--- src/rtl/daw_pkg.sv ---
// Shared types and constants for the DAW record/playback datapath.
package daw_pkg;

  localparam int SAMPLE_W            = 16;
  localparam int DEFAULT_TRACK_DEPTH = 4096;

  typedef logic signed [SAMPLE_W-1:0] sample_t;

  typedef enum logic [0:0] {
    IDLE     = 1'b0,
    DISPATCH = 1'b1
  } splitter_state_t;

  // Saturating 16-bit increment used by event counters.
  function automatic logic [15:0] sat_inc16(input logic [15:0] value);
    logic [15:0] result;
    if (value == 16'hFFFF) begin
      result = value;
    end else begin
      result = value + 16'd1;
    end
    return result;
  endfunction

endpackage

--- src/rtl/lowest_set_index.sv ---
// Priority encoder: index of the lowest set bit of vec, plus an any-set flag.
module lowest_set_index #(
  parameter int N = 4
) (
  input  logic [N-1:0]         vec,
  output logic [$clog2(N)-1:0] idx,
  output logic                 any
);

  localparam int IW = $clog2(N);

  // Scan from the top so the lowest set bit is the last one to win.
  always_comb begin
    idx = '0;
    for (int i = N - 1; i >= 0; i--) begin
      idx = vec[i] ? IW'(i) : idx;
    end
  end

  assign any = |vec;

endmodule

--- src/rtl/track_splitter.sv ---
// Fans each input sample out to every record-armed track, one write per cycle
// on a shared track-memory port, with per-track pointers, full flags and overrun count.
module track_splitter
  import daw_pkg::*;
#(
  parameter int WIDTH    = 16,
  parameter int CHANNELS = 4,
  parameter int DEPTH    = DEFAULT_TRACK_DEPTH
) (
  input  logic                        clk_in,
  input  logic                        rst_in,
  input  logic signed [WIDTH-1:0]     sample_in,
  input  logic                        sample_valid,
  input  logic [CHANNELS-1:0]         arm,
  input  logic [CHANNELS-1:0]         clear,
  output logic                        wr_en,
  output logic [$clog2(CHANNELS)-1:0] wr_channel,
  output logic [$clog2(DEPTH)-1:0]    wr_addr,
  output logic signed [WIDTH-1:0]     wr_data,
  input  logic                        wr_ready,
  output logic [CHANNELS-1:0]         full,
  output logic                        busy,
  output logic [15:0]                 drop_count
);

  localparam int CW = $clog2(CHANNELS);
  localparam int AW = $clog2(DEPTH);

  splitter_state_t         state_r, state_nxt_s;
  logic [CHANNELS-1:0]     pending_r, pending_nxt_s;
  logic signed [WIDTH-1:0] sample_r, sample_nxt_s;
  logic [AW-1:0]           ptr_r     [CHANNELS];
  logic [AW-1:0]           ptr_upd_s [CHANNELS];
  logic [AW-1:0]           ptr_nxt_s [CHANNELS];
  logic [CHANNELS-1:0]     full_r, full_upd_s, full_nxt_s;
  logic [15:0]             drop_r, drop_nxt_s;
  logic [CW-1:0]           wr_channel_r;
  logic [AW-1:0]           wr_addr_r, wr_addr_nxt_s;
  logic [CW-1:0]           next_idx_s;
  logic                    next_any_s;

  // Next-state, pending snapshot, pointer advance and overrun accounting.
  always_comb begin
    state_nxt_s   = state_r;
    pending_nxt_s = pending_r;
    sample_nxt_s  = sample_r;
    ptr_upd_s     = ptr_r;
    full_upd_s    = full_r;
    drop_nxt_s    = drop_r;
    case (state_r)
      IDLE: begin
        if (sample_valid) begin
          sample_nxt_s  = sample_in;
          pending_nxt_s = arm & ~full_r;
          if (|(arm & ~full_r)) begin
            state_nxt_s = DISPATCH;
          end else begin
            state_nxt_s = IDLE;
          end
        end else begin
          state_nxt_s = IDLE;
        end
      end
      DISPATCH: begin
        if (wr_ready) begin
          pending_nxt_s[wr_channel_r] = 1'b0;
          // Last slot of the buffer: stop this track and rewind.
          if (ptr_r[wr_channel_r] == AW'(DEPTH - 1)) begin
            full_upd_s[wr_channel_r] = 1'b1;
            ptr_upd_s[wr_channel_r]  = '0;
          end else begin
            ptr_upd_s[wr_channel_r]  = ptr_r[wr_channel_r] + AW'(1);
          end
        end else begin
          pending_nxt_s = pending_r;
        end
        if (sample_valid) begin
          drop_nxt_s = sat_inc16(drop_r);
        end else begin
          drop_nxt_s = drop_r;
        end
        if (pending_nxt_s == '0) begin
          state_nxt_s = IDLE;
        end else begin
          state_nxt_s = DISPATCH;
        end
      end
      default: begin
        state_nxt_s   = IDLE;
        pending_nxt_s = '0;
      end
    endcase
  end

  // Per-track clear overrides any handshake update on the same track.
  always_comb begin
    ptr_nxt_s  = ptr_upd_s;
    full_nxt_s = full_upd_s;
    for (int i = 0; i < CHANNELS; i++) begin
      if (clear[i]) begin
        ptr_nxt_s[i]  = '0;
        full_nxt_s[i] = 1'b0;
      end else begin
        ptr_nxt_s[i]  = ptr_upd_s[i];
        full_nxt_s[i] = full_upd_s[i];
      end
    end
  end

  lowest_set_index #(
    .N (CHANNELS)
  ) u_lowest (
    .vec (pending_nxt_s),
    .idx (next_idx_s),
    .any (next_any_s)
  );

  assign wr_addr_nxt_s = next_any_s ? ptr_nxt_s[next_idx_s] : '0;

  // State, datapath and registered write-port outputs.
  always_ff @(posedge clk_in or posedge rst_in) begin
    if (rst_in) begin
      state_r      <= IDLE;
      pending_r    <= '0;
      sample_r     <= '0;
      full_r       <= '0;
      drop_r       <= 16'h0000;
      wr_channel_r <= '0;
      wr_addr_r    <= '0;
      for (int i = 0; i < CHANNELS; i++) begin
        ptr_r[i] <= '0;
      end
    end else begin
      state_r      <= state_nxt_s;
      pending_r    <= pending_nxt_s;
      sample_r     <= sample_nxt_s;
      full_r       <= full_nxt_s;
      drop_r       <= drop_nxt_s;
      wr_channel_r <= next_idx_s;
      wr_addr_r    <= wr_addr_nxt_s;
      for (int i = 0; i < CHANNELS; i++) begin
        ptr_r[i] <= ptr_nxt_s[i];
      end
    end
  end

  assign wr_en      = (state_r == DISPATCH);
  assign busy       = (state_r == DISPATCH);
  assign wr_channel = wr_channel_r;
  assign wr_addr    = wr_addr_r;
  assign wr_data    = sample_r;
  assign full       = full_r;
  assign drop_count = drop_r;

endmodule

--- config.mk ---
export PLATFORM = sky130hd
export DESIGN_NAME = track_splitter
export DESIGN_NICKNAME = d
export VERILOG_FILES = /design/src/rtl/daw_pkg.sv /design/src/rtl/lowest_set_index.sv /design/src/rtl/track_splitter.sv
export SDC_FILE = /design/constraint.sdc
export NUM_CORES = 1
export LEC_CHECK = 0
export BUFFER_PORTS_ARGS = -buffer_cell sky130_fd_sc_hd__buf_4
export CAP_MARGIN = 20
export CORE_MARGIN = 2
export CORE_UTILIZATION = 47
export CTS_BUF_LIST = sky130_fd_sc_hd__clkbuf_8
export CTS_CLUSTER_DIAMETER = 100
export DETAILED_ROUTE_END_ITERATION = 8
export PLACE_DENSITY = 0.77
export RECOVER_POWER = 25
export SYNTH_ARGS = -nofsm -noshare
export SYNTH_HDL_FRONTEND = slang
export SYNTH_SLANG_ARGS = --single-unit
--- constraint.sdc ---
create_clock -name clk_in -period 2.8 [get_ports clk_in]
set_input_delay 0.14 -clock clk_in [delete_from_list [all_inputs] [get_ports clk_in]]
set_output_delay 0.14 -clock clk_in [all_outputs]
set_load 0.05 [all_outputs]
==> report_table.html, run 1 <==
<table>
<tr><th>Metric</th><th>Value</th></tr>
<tr><th colspan="2">Setup path</th></tr>
<tr><td>Start point of the critical path</td><td>wr_channel[0]</td></tr>
<tr><td>Category of the worst setup path launch point</td><td>register</td></tr>
<tr><td>Crit path required time</td><td>3.09 ns</td></tr>
<tr><td>Top fanout value on the critical path</td><td>12</td></tr>
<tr><td>Worst reg2reg startpoint</td><td>wr_channel[0]</td></tr>
<tr><td>Data arrival time of the worst path</td><td>2.90 ns</td></tr>
<tr><td>Worst setup EP type</td><td>register</td></tr>
<tr><td>Worst path slowest cell</td><td>mux4_2</td></tr>
<tr><td>CP Cell Sequence</td><td>buf_4, mux4_2, and4_4, nor4bb_4, buf_4, or2_0, o221a_1, a211oi_1</td></tr>
<tr><td>Longest individual stage delay on the worst path</td><td>0.56 ns</td></tr>
<tr><td>Most common cell on crit path</td><td>buf_4</td></tr>
<tr><td>Worst Path Class, Setup</td><td>reg -&gt; reg</td></tr>
<tr><th colspan="2">Power</th></tr>
<tr><td>Power consumption</td><td>6.42 mW</td></tr>
<tr><td>Leakage component of the power</td><td>2.90 nW</td></tr>
<tr><td>Power density over the cells</td><td>1000 nW/um^2</td></tr>
<tr><td>Maximum resistive drop on vdd</td><td>0.776 mV</td></tr>
<tr><th colspan="2">Hold path</th></tr>
<tr><td>Worst Min Path Start</td><td>clear[2]</td></tr>
<tr><td>Tightest Hold Check Type</td><td>in -&gt; reg</td></tr>
<tr><th colspan="2">Placed design</th></tr>
<tr><td>HPWL after DPL</td><td>9.50 mm</td></tr>
<tr><td>Total cell area at the placement stage</td><td>6070 sq um</td></tr>
<tr><td>Minimum setup slack after placement</td><td>0.242 ns</td></tr>
<tr><td>Total instance count after detailed placement</td><td>712</td></tr>
<tr><td>Number of input and output port buffers inserted</td><td>79</td></tr>
<tr><td>Global placer's final weighted congestion</td><td>0.922</td></tr>
<tr><th colspan="2">Clocking</th></tr>
<tr><td>Buffers from clock root to sink, at most</td><td>2</td></tr>
<tr><td>Clock insertion delay at the later pin of the skew report</td><td>0.40 ns</td></tr>
<tr><td>Number of buffers inserted during clock tree synthesis</td><td>9</td></tr>
<tr><td>Number of H-tree levels</td><td>3</td></tr>
<tr><td>Number of sinks handled by clock tree synthesis</td><td>103</td></tr>
<tr><td>Clock tree root buffer cell</td><td>clkbuf_8</td></tr>
<tr><td>Clock-pin slew of the registers on the worst-case setup and hold paths</td><td>0.10 ns</td></tr>
<tr><td>Post-CTS Repair Setup Buffers</td><td>0</td></tr>
<tr><td>TritonCTS clock tree</td><td>yes</td></tr>
<tr><th colspan="2">Detailed routing</th></tr>
<tr><td>Total Wirelength</td><td>14.0 mm</td></tr>
<tr><td>Average wire per cell in the routed design</td><td>18.8 um</td></tr>
<tr><td>Iteration-0 DRC Markers</td><td>339</td></tr>
<tr><td>Count of TritonRoute iterations in the first routing pass</td><td>7</td></tr>
<tr><td>DRC violations left</td><td>0</td></tr>
<tr><td>Detailed-route via count</td><td>4354</td></tr>
<tr><td>Final antenna-violating net count</td><td>0</td></tr>
<tr><td>Number of vias per cell</td><td>5.84</td></tr>
<tr><th colspan="2">Die</th></tr>
<tr><td>Die height</td><td>109 um</td></tr>
<tr><td>Count of boundary I/O pins</td><td>80</td></tr>
<tr><td>Starting utilization of the core area</td><td>48.2%</td></tr>
<tr><td>Core area</td><td>10800 sq um</td></tr>
<tr><td>Die footprint</td><td>12000 sq um</td></tr>
<tr><td>Core Rows</td><td>38</td></tr>
<tr><td>Chip Width</td><td>109 um</td></tr>
<tr><th colspan="2">Layout</th></tr>
<tr><td>Commonest non-fill, non-tap cell in the layout</td><td>dfrtp_1</td></tr>
<tr><td>Final-stage net count</td><td>630</td></tr>
<tr><td>Number of fill cells in the layout</td><td>904</td></tr>
<tr><td>Area of all placed cells without fillers</td><td>6410 sq um</td></tr>
<tr><td>Synthesis-to-finish area growth</td><td>22.7%</td></tr>
<tr><td>End-of-flow core utilization</td><td>59.2%</td></tr>
<tr><td>Total inserted antenna cells</td><td>0</td></tr>
<tr><td>Cell Count, Final, Fillers Out</td><td>745</td></tr>
<tr><td>Top library cells by usage in the layout, fill and taps aside</td><td>dfrtp_1 (102), buf_4 (100), nor2_1 (63)</td></tr>
<tr><td>Fraction of layout cells with a size suffix above 1</td><td>27.4%</td></tr>
<tr><th colspan="2">Synthesis</th></tr>
<tr><td>Synth warn</td><td>0</td></tr>
<tr><td>Distinct cell type count of the synthesized netlist</td><td>67</td></tr>
<tr><td>Proportion of synthesized flip-flops having asynchronous set or reset</td><td>100%</td></tr>
<tr><td>Fraction of the yosys area taken by sequential cells</td><td>49.3%</td></tr>
<tr><td>Count of flip-flops with a built-in enable after synthesis</td><td>0</td></tr>
<tr><td>Cells after synthesis</td><td>499</td></tr>
<tr><td>Top FF cell, synth</td><td>dfrtp_1</td></tr>
<tr><td>Net count after synthesis</td><td>529</td></tr>
<tr><td>Number of storage elements in the synthesis netlist</td><td>103</td></tr>
<tr><td>Syn avg cell area</td><td>10.5 sq um</td></tr>
<tr><td>Cell Area, Synth</td><td>5230 sq um</td></tr>
<tr><th colspan="2">STA</th></tr>
<tr><td>Setup total negative slack</td><td>0 ns</td></tr>
<tr><td>Worst Skew</td><td>0.0173 ns</td></tr>
<tr><td>Worst slew margin relative to its limit</td><td>8.01%</td></tr>
<tr><td>Final-report setup violation count</td><td>0</td></tr>
<tr><td>Maximum clock frequency</td><td>383 MHz</td></tr>
<tr><td>RSZ-0062 raised after global routing</td><td>false</td></tr>
<tr><td>Share of the cycle needed by the critical path after routing</td><td>93.2%</td></tr>
<tr><td>Minimum setup slack in the final design</td><td>0.190 ns</td></tr>
<tr><td>Tmin final</td><td>2.61 ns</td></tr>
<tr><td>Worst hold slack across all endpoints</td><td>0.0436 ns</td></tr>
<tr><td>Fin. max-slew vios</td><td>0</td></tr>
<tr><td>Slew at the pin closest to its max-slew limit</td><td>1.38 ns</td></tr>
<tr><td>Final number of hold-violating endpoints</td><td>0</td></tr>
<tr><th colspan="2">GRT</th></tr>
<tr><td>Overall track demand over capacity in global routing</td><td>25.5%</td></tr>
<tr><td>Antenna violations before repair</td><td>0</td></tr>
<tr><td>Residual overflow from global routing</td><td>0</td></tr>
<tr><td>Largest net degree at the start of global routing</td><td>104</td></tr>
<tr><td>Via count of the first global-routing pass</td><td>4615</td></tr>
<tr><td>First-pass GRT wire length</td><td>23.1 mm</td></tr>
<tr><th colspan="2">Outcome</th></tr>
<tr><td>Result of the run</td><td>completed</td></tr>
<tr><th colspan="2">Flow run</th></tr>
<tr><td>Max-cap check violation count</td><td>0</td></tr>
</table>
[critical path, delay by kind of cell, from the launching register on]
kind / cells / cell delay (ns)
AOI/OAI and AO/OA: 2 / 0.52
DFF: 1 / 0.47
and+or+nand+nor: 3 / 0.59
muxes: 1 / 0.56
buffers and inverters: 2 / 0.38
[sequential cells by signal, indices dropped and copies added (netlist names)]
name        count
drop_count     16
wr_data        16
busy            1
pending_r       4
wr_channel      2
ptr_r          48
full            4
wr_addr        12
[per-layer routing]
metal	wire, um	GRT usage (%)	vias to the layer above
met4	364	10.9	0
met5	0	0	-
met2	6750	40.5	201
li1	-	-	1992
met1	5570	32.1	2127
met3	1300	8.30	34
[cells in the mapped netlist, types with 2 or more instances]
cell	number	share of area [%]
o21a_1	4	0.57
mux2_2	18	3.9
buf_4	4	0.57
a211oi_1	23	3.3
ha_1	2	0.48
nand4_1	3	0.36
a2bb2oi_1	3	0.50
nand3_1	12	1.1
inv_2	2	0.14
buf_6	2	0.43
nor3_1	7	0.67
mux4_2	12	5.2
or3_1	9	1.1
mux2i_1	11	2.1
a311oi_1	2	0.34
a31oi_1	5	0.60
xor2_1	11	1.8
o21ai_0	7	0.67
o22ai_1	5	0.60
a32oi_1	2	0.34
or4_1	2	0.29
clkbuf_1	18	1.3
a21oi_1	36	3.4
nor2b_1	6	0.72
nor2_1	63	4.5
inv_1	11	0.79
and3_1	11	1.3
dfrtp_1	103	49
xnor2_1	12	2.0
and4_1	2	0.34
nor3b_1	2	0.29
and2_1	3	0.36
nand2_1	47	3.4
buf_2	6	0.57
[area by class of cell]
cell class / count / area [sq um] / area share, %
Tap cell: 140 / 175 / 2.73
Clock buffer: 10 / 138 / 2.15
Clock inverter: 6 / 50.0 / 0.780
Timing Repair Buffer: 121 / 972 / 15.2
Inverter: 13 / 52.6 / 0.819
Sequential cell: 103 / 2580 / 40.2
Multi-Input combinational cell: 352 / 2450 / 38.2
[path summary, 6_finish.rpt]
| kind | end | slack, ns | depth (start not counted) |
|---|---|---|---|
| worst min register to register | drop_count[7] | 0.50 | 1 |
| max in group asynchronous | wr_channel[0] | 1.06 | 4 |
| worst max register to register | wr_addr[3] | 0.19 | 8 |
| worst max-delay path | wr_addr[3] | 0.19 | 8 |
| min in group asynchronous | wr_addr[8] | 0.75 | 4 |
| worst min-delay path | ptr_r[15] | 0.04 | 2 |
[kinds of logic (layout without fill, tap and decap cells)]
| kind of cell | after synthesis | in the layout | synth area share (%) |
|---|---|---|---|
| DFF | 103 | 103 | 49.3 |
| adders and majority gates | 2 | 2 | 0.479 |
| muxes | 42 | 42 | 11.4 |
| xor gates and xnor gates | 23 | 23 | 3.85 |
| and+or+nand+nor | 184 | 184 | 18.0 |
| AOI/OAI and AO/OA | 101 | 101 | 13.1 |
| buffers and inverters | 44 | 150 | 3.88 |
[timing repair]
| item | 4_1_cts | 5_1_grt |
|---|---|---|
| resized for setup | 0 | 0 |
| hold buffers | 17 | 0 |
| endpoints found under the hold margin | 119 | 0 |
[power breakdown]
part,switching [mW],leakage (nW),internal (mW)
clock network,0.550,0.0956,0.362
registers,0.279,1.35,1.85
logic,2.18,1.45,1.20
total,3.01,2.90,3.41
No activity file was read; power rests on OpenSTA's default activity.
==> run 2: changes to the inputs <==
PLACE_DENSITY = 0.71   (was 0.77)
==> report_table.html, run 2 (synthesized netlist as in run 1, its figures left out) <==
<table>
<tr><th>Metric</th><th>Value</th></tr>
<tr><th colspan="2">Layout</th></tr>
<tr><td>Max FFs per register</td><td>48</td></tr>
<tr><td>Synthesis-to-finish area growth</td><td>22.1%</td></tr>
<tr><td>Total inserted antenna cells</td><td>0</td></tr>
<tr><td>Top library cells by usage in the layout, fill and taps aside</td><td>dfrtp_1 (102), buf_4 (82), nor2_1 (63)</td></tr>
<tr><td>Cell Count, Final, Fillers Out</td><td>756</td></tr>
<tr><td>Final-stage net count</td><td>641</td></tr>
<tr><td>Largest register by flop count</td><td>ptr_r</td></tr>
<tr><td>Commonest non-fill, non-tap cell in the layout</td><td>dfrtp_1</td></tr>
<tr><td>End-of-flow core utilization</td><td>58.9%</td></tr>
<tr><td>Number of fill cells in the layout</td><td>946</td></tr>
<tr><td>Reg area</td><td>2580 sq um</td></tr>
<tr><td>Fraction of layout cells with a size suffix above 1</td><td>24.0%</td></tr>
<tr><td>Area of the multi-input gates</td><td>2450 sq um</td></tr>
<tr><th colspan="2">Setup path</th></tr>
<tr><td>Top fanout value on the critical path</td><td>9</td></tr>
<tr><td>Most common cell on crit path</td><td>buf_4</td></tr>
<tr><td>FF-to-FF path depth</td><td>8</td></tr>
<tr><td>Top cell family by delay on the critical path</td><td>simple AND/OR/NAND/NOR gates</td></tr>
<tr><td>Category of the worst setup path launch point</td><td>register</td></tr>
<tr><td>Crit path required time</td><td>3.09 ns</td></tr>
<tr><td>CP Cell Sequence</td><td>buf_4, mux4_2, nor4bb_4, buf_4, nand2b_4, o21a_1, or4_1, o221ai_1</td></tr>
<tr><td>Worst setup EP type</td><td>register</td></tr>
<tr><td>Endpoint of the lowest-slack register-to-register path</td><td>wr_addr[1]</td></tr>
<tr><td>Longest individual stage delay on the worst path</td><td>0.57 ns</td></tr>
<tr><td>Worst path slowest cell</td><td>dfrtp_1</td></tr>
<tr><td>Sum of buffers and inverters on the critical path</td><td>2</td></tr>
<tr><td>Slack of the worst reg-to-reg path</td><td>0.04 ns</td></tr>
<tr><td>Worst Path Class, Setup</td><td>reg -&gt; reg</td></tr>
<tr><td>Data arrival time of the worst path</td><td>3.06 ns</td></tr>
<tr><td>Worst reg2reg startpoint</td><td>wr_channel[1]</td></tr>
<tr><th colspan="2">STA</th></tr>
<tr><td>Slew at the pin closest to its max-slew limit</td><td>1.73 ns</td></tr>
<tr><td>Fin. max-slew vios</td><td>37</td></tr>
<tr><td>Minimum setup slack in the final design</td><td>0.0362 ns</td></tr>
<tr><td>Worst slew margin relative to its limit</td><td>-15.9%</td></tr>
<tr><td>Final-report setup violation count</td><td>0</td></tr>
<tr><td>Setup total negative slack</td><td>0 ns</td></tr>
<tr><td>Maximum clock frequency</td><td>362 MHz</td></tr>
<tr><td>Worst Skew</td><td>0.0162 ns</td></tr>
<tr><td>Tmin final</td><td>2.76 ns</td></tr>
<tr><td>Final number of hold-violating endpoints</td><td>0</td></tr>
<tr><td>Share of the cycle needed by the critical path after routing</td><td>98.7%</td></tr>
<tr><td>RSZ-0062 raised after global routing</td><td>false</td></tr>
<tr><th colspan="2">Power</th></tr>
<tr><td>Leakage component of the power</td><td>2.84 nW</td></tr>
<tr><td>Maximum resistive drop on vdd</td><td>0.781 mV</td></tr>
<tr><td>Share of total power in the clock network</td><td>14.1%</td></tr>
<tr><td>Share of total power consumed by net switching</td><td>48.0%</td></tr>
<tr><td>Internal power summed over all cells</td><td>3.30 mW</td></tr>
<tr><td>Sw Pwr</td><td>3.05 mW</td></tr>
<tr><td>Combinational fraction of design power</td><td>52.5%</td></tr>
<tr><td>Power consumption</td><td>6.35 mW</td></tr>
<tr><td>Power density over the cells</td><td>994 nW/um^2</td></tr>
<tr><td>Share of power burned in registers</td><td>33.4%</td></tr>
<tr><th colspan="2">Clocking</th></tr>
<tr><td>Clock-pin slew of the registers on the worst-case setup and hold paths</td><td>0.10 ns</td></tr>
<tr><td>Buffers from clock root to sink, at most</td><td>2</td></tr>
<tr><td>Clock tree root buffer cell</td><td>clkbuf_8</td></tr>
<tr><td>Number of H-tree levels</td><td>3</td></tr>
<tr><td>Number of sinks handled by clock tree synthesis</td><td>103</td></tr>
<tr><td>Clock insertion delay at the later pin of the skew report</td><td>0.39 ns</td></tr>
<tr><td>Number of cells upsized or downsized after cts</td><td>0</td></tr>
<tr><td>TritonCTS clock tree</td><td>yes</td></tr>
<tr><td>Number of buffers inserted during clock tree synthesis</td><td>9</td></tr>
<tr><th colspan="2">GRT</th></tr>
<tr><td>Via count of the first global-routing pass</td><td>4490</td></tr>
<tr><td>Largest net degree at the start of global routing</td><td>38</td></tr>
<tr><td>First-pass GRT wire length</td><td>22.9 mm</td></tr>
<tr><td>Residual overflow from global routing</td><td>0</td></tr>
<tr><td>Antenna violations before repair</td><td>0</td></tr>
<tr><td>Overall track demand over capacity in global routing</td><td>25.5%</td></tr>
<tr><th colspan="2">Placed design</th></tr>
<tr><td>Total instance count after detailed placement</td><td>715</td></tr>
<tr><td>Global placer's final weighted congestion</td><td>0.911</td></tr>
<tr><td>Number of input and output port buffers inserted</td><td>79</td></tr>
<tr><td>HPWL after DPL</td><td>9.91 mm</td></tr>
<tr><td>Minimum setup slack after placement</td><td>-0.154 ns</td></tr>
<tr><th colspan="2">Die</th></tr>
<tr><td>Starting utilization of the core area</td><td>48.2%</td></tr>
<tr><td>Die height</td><td>109 um</td></tr>
<tr><td>Core area</td><td>10800 sq um</td></tr>
<tr><td>Die footprint</td><td>12000 sq um</td></tr>
<tr><td>Chip Width</td><td>109 um</td></tr>
<tr><td>Count of boundary I/O pins</td><td>80</td></tr>
<tr><td>Core Rows</td><td>38</td></tr>
<tr><th colspan="2">Flow run</th></tr>
<tr><td>Max-cap check violation count</td><td>1</td></tr>
<tr><th colspan="2">Detailed routing</th></tr>
<tr><td>DRC violations left</td><td>0</td></tr>
<tr><td>Total Wirelength</td><td>14.3 mm</td></tr>
<tr><td>Iteration-0 DRC Markers</td><td>377</td></tr>
<tr><td>Count of TritonRoute iterations in the first routing pass</td><td>8</td></tr>
<tr><td>Number of vias per cell</td><td>5.92</td></tr>
<tr><td>Detailed-route via count</td><td>4476</td></tr>
<tr><td>Average wire per cell in the routed design</td><td>18.9 um</td></tr>
<tr><td>Final antenna-violating net count</td><td>0</td></tr>
<tr><th colspan="2">Hold path</th></tr>
<tr><td>Tightest Hold Check Type</td><td>in -&gt; reg</td></tr>
<tr><td>Hold Path Cell Cnt</td><td>2</td></tr>
<tr><td>Min-Delay Endpoint</td><td>ptr_r[21]</td></tr>
<tr><td>Worst Min Path Start</td><td>clear[2]</td></tr>
<tr><th colspan="2">Outcome</th></tr>
<tr><td>Violated checks</td><td>capacitance limit, slew limit</td></tr>
<tr><td>Result of the run</td><td>complete, but fails checks</td></tr>
</table>
[run 2: how the worst max path moves through the flow]
stage	depth (start not counted)	end	startpoint	slack, ns
after floorplan	10	wr_addr[1]	wr_channel[0]	0.01
after global placement	8	wr_addr[1]	wr_channel[0]	-0.05
after detailed placement	8	wr_addr[1]	wr_channel[0]	-0.15
after CTS	9	wr_addr[1]	wr_channel[0]	0.07
after global routing	9	wr_addr[1]	wr_channel[0]	0.001
final	8	wr_addr[1]	wr_channel[1]	0.04
[run 2: cell type report]
class                           count  area share, %
Sequential cell                   103           40.4
Tap cell                          140           2.74
Clock inverter                      6          0.666
Multi-Input combinational cell    352           38.4
Clock buffer                       10           2.16
Inverter                           13          0.784
Timing Repair Buffer              132           14.8
[run 2: power groups by stage]
stage	clock network, mW	logic [mW]	registers (mW)
finish	0.896	3.33	2.12
global route	0.977	3.52	2.16
CTS	0.923	3.41	2.12
detailed placement	0	3.35	2.15
global placement	0	3.30	2.15
floorplan	0	1.52	2.89
[run 2: through the flow]
| stage | hold slack, ns | area (sq um) |
|---|---|---|
| CTS | 0.0286 | 6480 |
| global route | 0.0272 | 6380 |
| global placement | 0.340 | 6090 |
| detailed placement | 0.348 | 6090 |
| floorplan | 0.218 | 5230 |
| finish | 0.0500 | 6380 |
[run 2: routing by layer]
metal	vias up	track usage, %	share of wire, %	routed length [um]
met5	-	0	0	0
met4	0	11.1	2.6	368
met3	35	7.35	8.3	1190
met2	221	41.0	48	6870
met1	2209	32.0	41	5860
li1	2011	-	-	-
[run 2: timing repair]
item | in CTS | in global routing
hold endpoints to repair | 50 | 0
setup endpoints to repair | 9 | 1
buffers inserted | 6 | 2
hold buffers | 17 | 0
pin swaps | 1 | 0
==> run 3: changes to the inputs <==
REMOVE_ABC_BUFFERS = 1   (was not set)
==> report_table.html, run 3 (synthesized netlist as in run 1, its figures left out) <==
<table>
<tr><th>Metric</th><th>Value</th></tr>
<tr><th colspan="2">STA</th></tr>
<tr><td>Tmin final</td><td>2.67 ns</td></tr>
<tr><td>Worst slew margin relative to its limit</td><td>-34.3%</td></tr>
<tr><td>Minimum setup slack in the final design</td><td>0.126 ns</td></tr>
<tr><td>Fin. max-slew vios</td><td>52</td></tr>
<tr><td>RSZ-0062 raised after global routing</td><td>false</td></tr>
<tr><td>Final-report setup violation count</td><td>0</td></tr>
<tr><td>Final number of hold-violating endpoints</td><td>0</td></tr>
<tr><td>Slew at the pin closest to its max-slew limit</td><td>2.01 ns</td></tr>
<tr><td>Share of the cycle needed by the critical path after routing</td><td>95.5%</td></tr>
<tr><td>Worst Skew</td><td>0.00996 ns</td></tr>
<tr><td>Maximum clock frequency</td><td>374 MHz</td></tr>
<tr><th colspan="2">Detailed routing</th></tr>
<tr><td>Number of vias per cell</td><td>5.90</td></tr>
<tr><td>Total Wirelength</td><td>14.5 mm</td></tr>
<tr><td>Iteration-0 DRC Markers</td><td>277</td></tr>
<tr><td>Detailed-route via count</td><td>4449</td></tr>
<tr><td>Final antenna-violating net count</td><td>0</td></tr>
<tr><td>Average wire per cell in the routed design</td><td>19.3 um</td></tr>
<tr><td>Count of TritonRoute iterations in the first routing pass</td><td>5</td></tr>
<tr><td>DRC violations left</td><td>0</td></tr>
<tr><th colspan="2">Layout</th></tr>
<tr><td>Synthesis-to-finish area growth</td><td>23.2%</td></tr>
<tr><td>End-of-flow core utilization</td><td>59.4%</td></tr>
<tr><td>Cell Count, Final, Fillers Out</td><td>754</td></tr>
<tr><td>Final-stage net count</td><td>639</td></tr>
<tr><td>Commonest non-fill, non-tap cell in the layout</td><td>dfrtp_1</td></tr>
<tr><td>Number of fill cells in the layout</td><td>930</td></tr>
<tr><td>Largest register by flop count</td><td>ptr_r</td></tr>
<tr><td>Max FFs per register</td><td>48</td></tr>
<tr><td>Total inserted antenna cells</td><td>0</td></tr>
<tr><td>Fraction of layout cells with a size suffix above 1</td><td>26.5%</td></tr>
<tr><td>Top library cells by usage in the layout, fill and taps aside</td><td>dfrtp_1 (102), buf_4 (98), nor2_1 (63)</td></tr>
<tr><th colspan="2">Setup path</th></tr>
<tr><td>Longest individual stage delay on the worst path</td><td>0.60 ns</td></tr>
<tr><td>Slack of the worst reg-to-reg path</td><td>0.13 ns</td></tr>
<tr><td>Top fanout value on the critical path</td><td>19</td></tr>
<tr><td>Category of the worst setup path launch point</td><td>register</td></tr>
<tr><td>CP Cell Sequence</td><td>buf_4, mux4_2, and4_4, nor4bb_4, buf_4, nor2_1, a21oi_1, a31oi_1</td></tr>
<tr><td>Most common cell on crit path</td><td>buf_4</td></tr>
<tr><td>Sum of buffers and inverters on the critical path</td><td>2</td></tr>
<tr><td>Top cell family by delay on the critical path</td><td>simple AND/OR/NAND/NOR gates</td></tr>
<tr><td>Worst path slowest cell</td><td>mux4_2</td></tr>
<tr><td>Data arrival time of the worst path</td><td>2.97 ns</td></tr>
<tr><td>Worst setup EP type</td><td>register</td></tr>
<tr><td>Worst Path Class, Setup</td><td>reg -&gt; reg</td></tr>
<tr><td>Crit path required time</td><td>3.10 ns</td></tr>
<tr><th colspan="2">GRT</th></tr>
<tr><td>Via count of the first global-routing pass</td><td>4433</td></tr>
<tr><td>Largest net degree at the start of global routing</td><td>53</td></tr>
<tr><td>Overall track demand over capacity in global routing</td><td>26.2%</td></tr>
<tr><td>First-pass GRT wire length</td><td>23.6 mm</td></tr>
<tr><td>Residual overflow from global routing</td><td>0</td></tr>
<tr><td>Antenna violations before repair</td><td>0</td></tr>
<tr><th colspan="2">Outcome</th></tr>
<tr><td>Violated checks</td><td>capacitance limit, slew limit</td></tr>
<tr><td>Result of the run</td><td>complete, but fails checks</td></tr>
<tr><th colspan="2">Clocking</th></tr>
<tr><td>Number of sinks handled by clock tree synthesis</td><td>103</td></tr>
<tr><td>Buffers from clock root to sink, at most</td><td>2</td></tr>
<tr><td>Number of H-tree levels</td><td>3</td></tr>
<tr><td>Number of buffers inserted during clock tree synthesis</td><td>9</td></tr>
<tr><td>Clock tree root buffer cell</td><td>clkbuf_8</td></tr>
<tr><td>Clock insertion delay at the later pin of the skew report</td><td>0.40 ns</td></tr>
<tr><td>TritonCTS clock tree</td><td>yes</td></tr>
<tr><td>Clock-pin slew of the registers on the worst-case setup and hold paths</td><td>0.10 ns</td></tr>
<tr><th colspan="2">Die</th></tr>
<tr><td>Die footprint</td><td>12000 sq um</td></tr>
<tr><td>Chip Width</td><td>109 um</td></tr>
<tr><td>Die height</td><td>109 um</td></tr>
<tr><td>Core area</td><td>10800 sq um</td></tr>
<tr><td>Core Rows</td><td>38</td></tr>
<tr><td>Count of boundary I/O pins</td><td>80</td></tr>
<tr><td>Starting utilization of the core area</td><td>48.2%</td></tr>
<tr><th colspan="2">Power</th></tr>
<tr><td>Maximum resistive drop on vdd</td><td>0.886 mV</td></tr>
<tr><td>Leakage component of the power</td><td>2.91 nW</td></tr>
<tr><td>Power density over the cells</td><td>1000 nW/um^2</td></tr>
<tr><th colspan="2">Placed design</th></tr>
<tr><td>Minimum setup slack after placement</td><td>0.146 ns</td></tr>
<tr><td>Total instance count after detailed placement</td><td>721</td></tr>
<tr><td>HPWL after DPL</td><td>9.81 mm</td></tr>
<tr><td>Global placer's final weighted congestion</td><td>0.944</td></tr>
<tr><td>Number of input and output port buffers inserted</td><td>79</td></tr>
<tr><th colspan="2">Hold path</th></tr>
<tr><td>Tightest Hold Check Type</td><td>in -&gt; reg</td></tr>
<tr><th colspan="2">Flow run</th></tr>
<tr><td>Max-cap check violation count</td><td>1</td></tr>
</table>
run 3: cell count changes in the layout (fill, tap and decap cells not counted), moves of 2 or more:
| cell | before | now |
|---|---|---|
| buf_4 | 82 | 98 |
| clkbuf_1 | 30 | 13 |
| inv_6 | 3 | 1 |
| inv_8 | 0 | 2 |
run 3: power breakdown:
| part | internal [mW] | switching (mW) |
|---|---|---|
| registers | 1.84 | 0.263 |
| clock network | 0.427 | 0.551 |
| logic | 1.15 | 2.22 |
run 3: repair_timing:
item,CTS,global route
endpoints found under the setup margin,0,2
endpoints found under the hold margin,67,0
buffers inserted,0,0
gates resized for setup,0,1
hold buffers,17,0
run 3: final cells by class:
type,instances,area (sq um),share of cell area (%)
tap,140,175,2.72
timing repair buffer,130,982,15.2
multi-input combinational,352,2450,38.1
sequential,103,2580,40.0
clock buffer,9,124,1.92
clock inverter,7,80.1,1.24
inverter,13,48.8,0.757
run 3: path summary, 6_finish.rpt:
check | from | end | cells after the start
max | wr_channel[0] | wr_addr[7] | 8
min | clear[2] | ptr_r[12] | 2
max reg2reg | wr_channel[0] | wr_addr[7] | 8
min reg2reg | drop_count[7] | drop_count[7] | 1
max in group asynchronous | rst_in | wr_channel[1] | 3
min in group asynchronous | rst_in | drop_count[3] | 3
run 3: routing by layer:
metal,global-route usage (%),wire length [um],up-vias
li1,-,-,2016
met1,34.1,5910,2175
met2,41.6,6910,220
met3,8.36,1330,38
met4,8.59,384,0
met5,0,0,-
run 3: worst reg2reg max path: stages, from the launching register on:
cell and delay (ns):
dfrtp_1 0.36, buf_4 0.27, mux4_2 0.61, and4_4 0.23, nor4bb_4 0.18, buf_4 0.15
nor2_1 0.35, a21oi_1 0.16, a31oi_1 0.27
run 3: through the flow:
step	power, mW	hold WS [ns]	TNS, ns	instance area (sq um)
floorplan	4.28	0.203	-13.95	5070
global placement	5.46	0.278	0	6120
detailed placement	5.51	0.290	0	6120
CTS	6.52	0.0240	0	6490
global route	6.81	0.0221	0	6440
finish	6.46	0.0429	0	6440
